## src/rtl/load_seq_pkg.sv

```systemverilog
// Shared load-type constants, FSM encoding and request decode helpers
// for the byte-serial load sequencer.
package load_seq_pkg;

  localparam logic [2:0] F3_LB  = 3'd0;
  localparam logic [2:0] F3_LH  = 3'd1;
  localparam logic [2:0] F3_LW  = 3'd2;
  localparam logic [2:0] F3_LBU = 3'd4;
  localparam logic [2:0] F3_LHU = 3'd5;

  typedef enum logic [1:0] {
    ST_IDLE,
    ST_READ,
    ST_FLUSH,
    ST_RESP
  } state_t;

  // Index of the final byte to fetch (byte count minus one).
  function automatic logic [1:0] last_index(input logic [2:0] funct3);
    case (funct3)
      F3_LH, F3_LHU: last_index = 2'd1;
      F3_LW:         last_index = 2'd3;
      default:       last_index = 2'd0;
    endcase
  endfunction

  function automatic logic is_bad_request(input logic [2:0] funct3,
                                          input logic [1:0] addr_lo);
    case (funct3)
      F3_LB, F3_LBU: is_bad_request = 1'b0;
      F3_LH, F3_LHU: is_bad_request = addr_lo[0];
      F3_LW:         is_bad_request = (addr_lo != 2'b00);
      default:       is_bad_request = 1'b1;
    endcase
  endfunction

endpackage

```

## src/rtl/load_extend.sv

```systemverilog
// Combinational sign/zero extension of the assembled byte lanes
// according to the RV32I load type.
module load_extend
  import load_seq_pkg::*;
(
  input  logic [3:0][7:0] lanes,
  input  logic [2:0]      funct3,
  output logic [31:0]     result
);

  always_comb begin
    result = '0;
    case (funct3)
      F3_LB:  result = {{24{lanes[0][7]}}, lanes[0]};
      F3_LBU: result = {24'b0, lanes[0]};
      F3_LH:  result = {{16{lanes[1][7]}}, lanes[1], lanes[0]};
      F3_LHU: result = {16'b0, lanes[1], lanes[0]};
      F3_LW:  result = lanes;
      default: result = '0;
    endcase
  end

endmodule

```

## src/rtl/byte_load_sequencer.sv

```systemverilog
// Turns one LB/LH/LW/LBU/LHU request into consecutive byte reads from a
// byte-wide synchronous memory and returns the assembled, extended word.
module byte_load_sequencer
  import load_seq_pkg::*;
#(
  parameter int ADDR_W = 32
) (
  input  logic              clk,
  input  logic              rst_n,
  input  logic              req_valid,
  output logic              req_ready,
  input  logic [ADDR_W-1:0] req_addr,
  input  logic [2:0]        req_funct3,
  output logic              mem_rd_en,
  output logic [ADDR_W-1:0] mem_addr,
  input  logic [7:0]        mem_rdata,
  output logic              rsp_valid,
  input  logic              rsp_ready,
  output logic [31:0]       rsp_data,
  output logic              rsp_err,
  output logic              stall
);

  state_t            state, state_next;
  logic [ADDR_W-1:0] base_addr;
  logic [2:0]        funct3_q;
  logic [1:0]        last_idx;
  logic [1:0]        cnt;
  logic              err_q;
  logic [3:0][7:0]   lanes;
  logic              cap_en;
  logic [1:0]        cap_idx;
  logic [31:0]       ext_data;

  always_ff @(posedge clk or negedge rst_n) begin
    if (!rst_n) state <= ST_IDLE;
    else        state <= state_next;
  end

  always_comb begin
    state_next = state;
    case (state)
      ST_IDLE: begin
        if (req_valid)
          state_next = is_bad_request(req_funct3, req_addr[1:0]) ? ST_RESP : ST_READ;
      end
      ST_READ:  if (cnt == last_idx) state_next = ST_FLUSH;
      ST_FLUSH: state_next = ST_RESP;
      ST_RESP:  if (rsp_ready) state_next = ST_IDLE;
      default:  state_next = ST_IDLE;
    endcase
  end

  // Read data lags the strobe by one cycle, so the issued lane index is
  // carried along with a capture enable and written on the following edge.
  always_ff @(posedge clk or negedge rst_n) begin
    if (!rst_n) begin
      base_addr <= '0;
      funct3_q  <= '0;
      last_idx  <= '0;
      cnt       <= '0;
      err_q     <= 1'b0;
      lanes     <= '0;
      cap_en    <= 1'b0;
      cap_idx   <= '0;
    end else begin
      cap_en  <= mem_rd_en;
      cap_idx <= cnt;
      if (cap_en) lanes[cap_idx] <= mem_rdata;
      if (state == ST_IDLE && req_valid) begin
        base_addr <= req_addr;
        funct3_q  <= req_funct3;
        last_idx  <= last_index(req_funct3);
        cnt       <= '0;
        err_q     <= is_bad_request(req_funct3, req_addr[1:0]);
        lanes     <= '0;
      end else if (state == ST_READ && cnt != last_idx) begin
        cnt <= cnt + 2'd1;
      end
    end
  end

  load_extend u_extend (
    .lanes  (lanes),
    .funct3 (funct3_q),
    .result (ext_data)
  );

  assign req_ready = (state == ST_IDLE);
  assign stall     = (state != ST_IDLE);
  assign mem_rd_en = (state == ST_READ);
  assign mem_addr  = mem_rd_en ? (base_addr + ADDR_W'(cnt)) : '0;
  assign rsp_valid = (state == ST_RESP);
  assign rsp_err   = rsp_valid && err_q;
  assign rsp_data  = (rsp_valid && !err_q) ? ext_data : '0;

endmodule
```

## config.mk

```make
export PLATFORM = sky130hd
export DESIGN_NAME = byte_load_sequencer
export DESIGN_NICKNAME = d
export VERILOG_FILES = /design/src/rtl/load_seq_pkg.sv /design/src/rtl/load_extend.sv /design/src/rtl/byte_load_sequencer.sv
export SDC_FILE = /design/constraint.sdc
export NUM_CORES = 1
export LEC_CHECK = 0
export CAP_MARGIN = 10
export CORE_ASPECT_RATIO = 0.75
export CORE_UTILIZATION = 40
export DETAILED_ROUTE_END_ITERATION = 10
export GPL_TIMING_DRIVEN = 0
export PLACE_DENSITY = 0.74
export SYNTH_ARGS = -nofsm -noshare
export SYNTH_HDL_FRONTEND = slang
export SYNTH_HIERARCHICAL = 1
export SYNTH_SLANG_ARGS = --single-unit
```

## constraint.sdc

```tcl
create_clock -name clk -period 3.4 [get_ports clk]
set_input_delay 0.85 -clock clk [delete_from_list [all_inputs] [get_ports clk]]
set_output_delay 0.85 -clock clk [all_outputs]
set_load 0.02 [all_outputs]
```

==> impl_metrics.env <==
export IMPL_status="finished, violations left"
export IMPL_violations="design-rule violations, negative setup slack"
export IMPL_drt_initial_drc_count=334
export IMPL_yosys_area_share_simple_pct=27.9
export IMPL_rsz0062_at_grt="yes"
export IMPL_grt_pass1_vias=4197
export IMPL_final_hold_violation_count=0
export IMPL_reg2reg_slack_ns=1.25
export IMPL_wl_met1_mm=6.23
export IMPL_io_buffers=115
export IMPL_ant_nets=0
export IMPL_syn_cell_area_um2=4750
export IMPL_skew_ns=0.00777
export IMPL_ys_flop_type="dfrtp_1"
export IMPL_rr_endpoint="base_addr[30]"
export IMPL_ioPinCount=116
export IMPL_ctsLongestPathBuffers=2
export IMPL_p_leak_nw=3.01
export IMPL_initial_core_util_pct=41.1
export IMPL_clock_tree_root_cell="clkbuf_16"
export IMPL_finalPower_mw=5.26
export IMPL_wl_met2_mm=6.26
export IMPL_cts_tree="built"
export IMPL_crit_chain="ha_4 > fa_2 > nand4_4 > or4_4 > or4_4 > a21oi_4 > buf_6"
export IMPL_die_y_um=96.4
export IMPL_hold_class="input port to asynchronous set/reset pin"
export IMPL_clk_latency_ns=0.33
export IMPL_synth_top_family_by_area="simple AND/OR/NAND/NOR gates"
export IMPL_pwr_density_cell_nw_per_um2=793
export IMPL_period_minus_slack_ns=3.48
export IMPL_overflow=0
export IMPL_synthXorXnorAreaFrac_pct=2.58
export IMPL_n_antenna_cell=0
export IMPL_cp_max_fo=8
export IMPL_top_layer_used="met4"
export IMPL_dp_hpwl_mm=9.83
export IMPL_clk_pin_slew_ns=0.06
export IMPL_cpMaxStageDelayCell="or4_4"
export IMPL_antenna_found_initial=0
export IMPL_placementRows=34
export IMPL_drc=2
export IMPL_muxShareOfSynthArea_pct=13.3
export IMPL_cts_made_buffers=9
export IMPL_synthesis_nets=602
export IMPL_end_kind="output port"
export IMPL_dieArea_um2=12300
export IMPL_post_drt_wl_per_cell_um=15.8
export IMPL_tightest_slew_ns=0.614
export IMPL_final_core_util_pct=57.4
export IMPL_cts_htree_levels=3
export IMPL_setup_tns_ns=-0.102
export IMPL_grt_max_degree=53
export IMPL_syn_inst=548
export IMPL_synth_edf_count=0
export IMPL_drv_cap=0
export IMPL_synthAdderAreaFrac_pct=2.00
export IMPL_drive_above_1_share_pct=13.4
export IMPL_ir_drop_mv=0.449
export IMPL_post_route_period_util_pct=102
export IMPL_finalWorstSetupSlack_ns=-0.0832
export IMPL_slew_headroom_pct=59.1
export IMPL_cp_endpoint="mem_addr[28]"
export IMPL_async_reset_ff_share_pct=100
export IMPL_drv_slew=0
export IMPL_fmax_mhz=287
export IMPL_die_width_um=128
export IMPL_syn2layout_area_growth_pct=39.7
export IMPL_critPathMaxStageDelay_ns=0.57
export IMPL_cts_sinks=77
export IMPL_crit_path_start_kind="flop"
export IMPL_wl_met3_um=688
export IMPL_grt_usage_pct=22.0
export IMPL_nets=734
export IMPL_crit_required_ns=2.55
export IMPL_drt_pass1_iterations=10
export IMPL_grt_pass1_wl_mm=21.1
export IMPL_setup_viol=3
export IMPL_reg2reg_depth=7
export IMPL_seq_area_frac_synth_pct=40.5
export IMPL_crit_top_cell="or4_4"
export IMPL_vias_per_cell=5.32
export IMPL_num_vias=4505
export IMPL_gp_congestion=0.885
export IMPL_synth_area_per_cell_um2=8.68
export IMPL_ys_warn_count=6
export IMPL_totalWireLength_mm=13.4
export IMPL_timing_rr_start="state[0]"
export IMPL_path_class="flop to output port"
export IMPL_core_area_um2=11600
export IMPL_worstPathArrival_ns=2.63
export IMPL_cts_hold_buffers_added=0
export IMPL_synth_cell_types=47
export IMPL_synth_compound_area_share_pct=9.08
export IMPL_startpoint="base_addr[0]"
export IMPL_synth_seq_cells=77
-- cells by family (layout without fill, tap and decap cells) --
logic type,after synthesis,count (layout)
AOI/OAI and AO/OA,70,70
xor gates and xnor gates,14,14
adders and majority gates,7,7
buffers and inverters,45,182
DFF,77,77
muxes,63,63
and+or+nand+nor,272,272
-- layout make-up --
| class | instances | area (µm²) |
|---|---|---|
| repair buffers | 122 | 1200 |
| inverters | 8 | 33.8 |
| clock buffers | 10 | 229 |
| fillers | 1018 | 4930 |
| flip-flops and latches | 77 | 1930 |
| multi-input cells | 426 | 2780 |
| clock inverters | 6 | 72.6 |
| plain buffers | 36 | 195 |
| well taps | 162 | 203 |
-- worst min path at each step --
stage | endpoint | slack [ns] | cells past startpoint
4_1_cts | base_addr[19] | 0.44 | 1
3_5_place_dp | funct3_q[1] | 0.48 | 2
5_1_grt | base_addr[21] | 0.45 | 1
2_1_floorplan | funct3_q[1] | 0.45 | 2
3_3_place_gp | funct3_q[1] | 0.47 | 2
6_report | base_addr[19] | 0.43 | 1
-- placed cells by master, fill, tap and decap left out, types with 6 or more instances in the layout --
| master | synthesis | layout |
|---|---|---|
| nand2_1 | 114 | 114 |
| o31ai_1 | 8 | 6 |
| buf_2 | 3 | 6 |
| a21oi_1 | 19 | 12 |
| clkbuf_1 | 21 | 18 |
| nand4_1 | 6 | 6 |
| nand3_1 | 10 | 9 |
| nor2_1 | 51 | 50 |
| or4_1 | 10 | 6 |
| inv_1 | 7 | 7 |
| xnor2_1 | 10 | 10 |
| buf_6 | 4 | 7 |
| clkbuf_16 | 0 | 9 |
| o2bb2ai_1 | 7 | 7 |
| dfrtp_1 | 77 | 71 |
| clkdlybuf4s50_1 | 0 | 93 |
| o21ai_0 | 17 | 16 |
| buf_4 | 3 | 16 |
| mux2i_1 | 62 | 62 |
| o21ai_1 | 9 | 10 |
| dfrtp_2 | 0 | 6 |
| or3_1 | 9 | 6 |
| and2_1 | 45 | 45 |
-- layer usage --
layer	track usage [%]	vias up
met1	31.2	2195
met5	0	-
met4	6.47	0
met3	4.19	28
li1	-	2128
met2	34.2	154
-- where the power goes --
group,leakage [nW],switching [mW],total [mW],internal (mW)
clock network,0.137,0.394,0.970,0.575
registers,0.983,0.433,1.76,1.33
logic,1.89,1.42,2.53,1.12
total,3.01,2.24,5.26,3.02
-- cell usage after synthesis, types with 4 or more instances --
cell	n	area share, %
nand2_1	114	9.0
or3_1	9	1.2
xor2_1	4	0.74
o21ai_1	9	0.95
nand3_1	10	1.1
nand4_1	6	0.79
nand2b_1	4	0.53
nor4_1	6	0.79
a21oi_1	19	2.0
and2_1	45	5.9
o2bb2ai_1	7	1.3
o21ai_0	17	1.8
nor2_1	51	4.0
mux2i_1	62	13
buf_1	4	0.32
o31ai_1	8	1.3
inv_1	7	0.55
xnor2_1	10	1.8
ha_1	6	1.6
buf_6	4	0.95
dfrtp_1	77	41
clkbuf_1	21	1.7
or4_1	10	1.6
-- stage by stage --
stage	cells	hold WS, ns	setup WS [ns]	area (µm²)
2_1_floorplan	548	0.447	0.163	4750
3_3_place_gp	825	0.469	-1.18	6110
3_5_place_dp	826	0.476	-0.540	6130
4_1_cts	847	0.439	-0.0606	6550
5_1_grt	847	0.454	-0.156	6640
6_report	847	0.429	-0.0832	6640
-- flip-flops by register name, indices dropped and copies added, names as in the netlist --
signal     flops
base_addr     32
cap_en         1
cap_idx        2
cnt            2
err_q          1
funct3_q       3
lanes         32
last_idx       2
state          2
-- worst max-delay path: cells and delay by family (launching register included) --
| family | cells | cell delay, ns |
|---|---|---|
| buffers and inverters | 1 | 0.14 |
| AOI/OAI and AO/OA | 1 | 0.18 |
| DFF | 1 | 0.40 |
| and+or+nand+nor | 3 | 1.17 |
| adders and majority gates | 2 | 0.41 |
-- what timing repair did --
action,4_1_cts,5_1_grt
resized for setup,93,35
setup buffers,4,1
pin swaps,8,4
endpoints found under the setup margin,24,59
gates cloned,1,0
(Power assumes the default switching activity.)
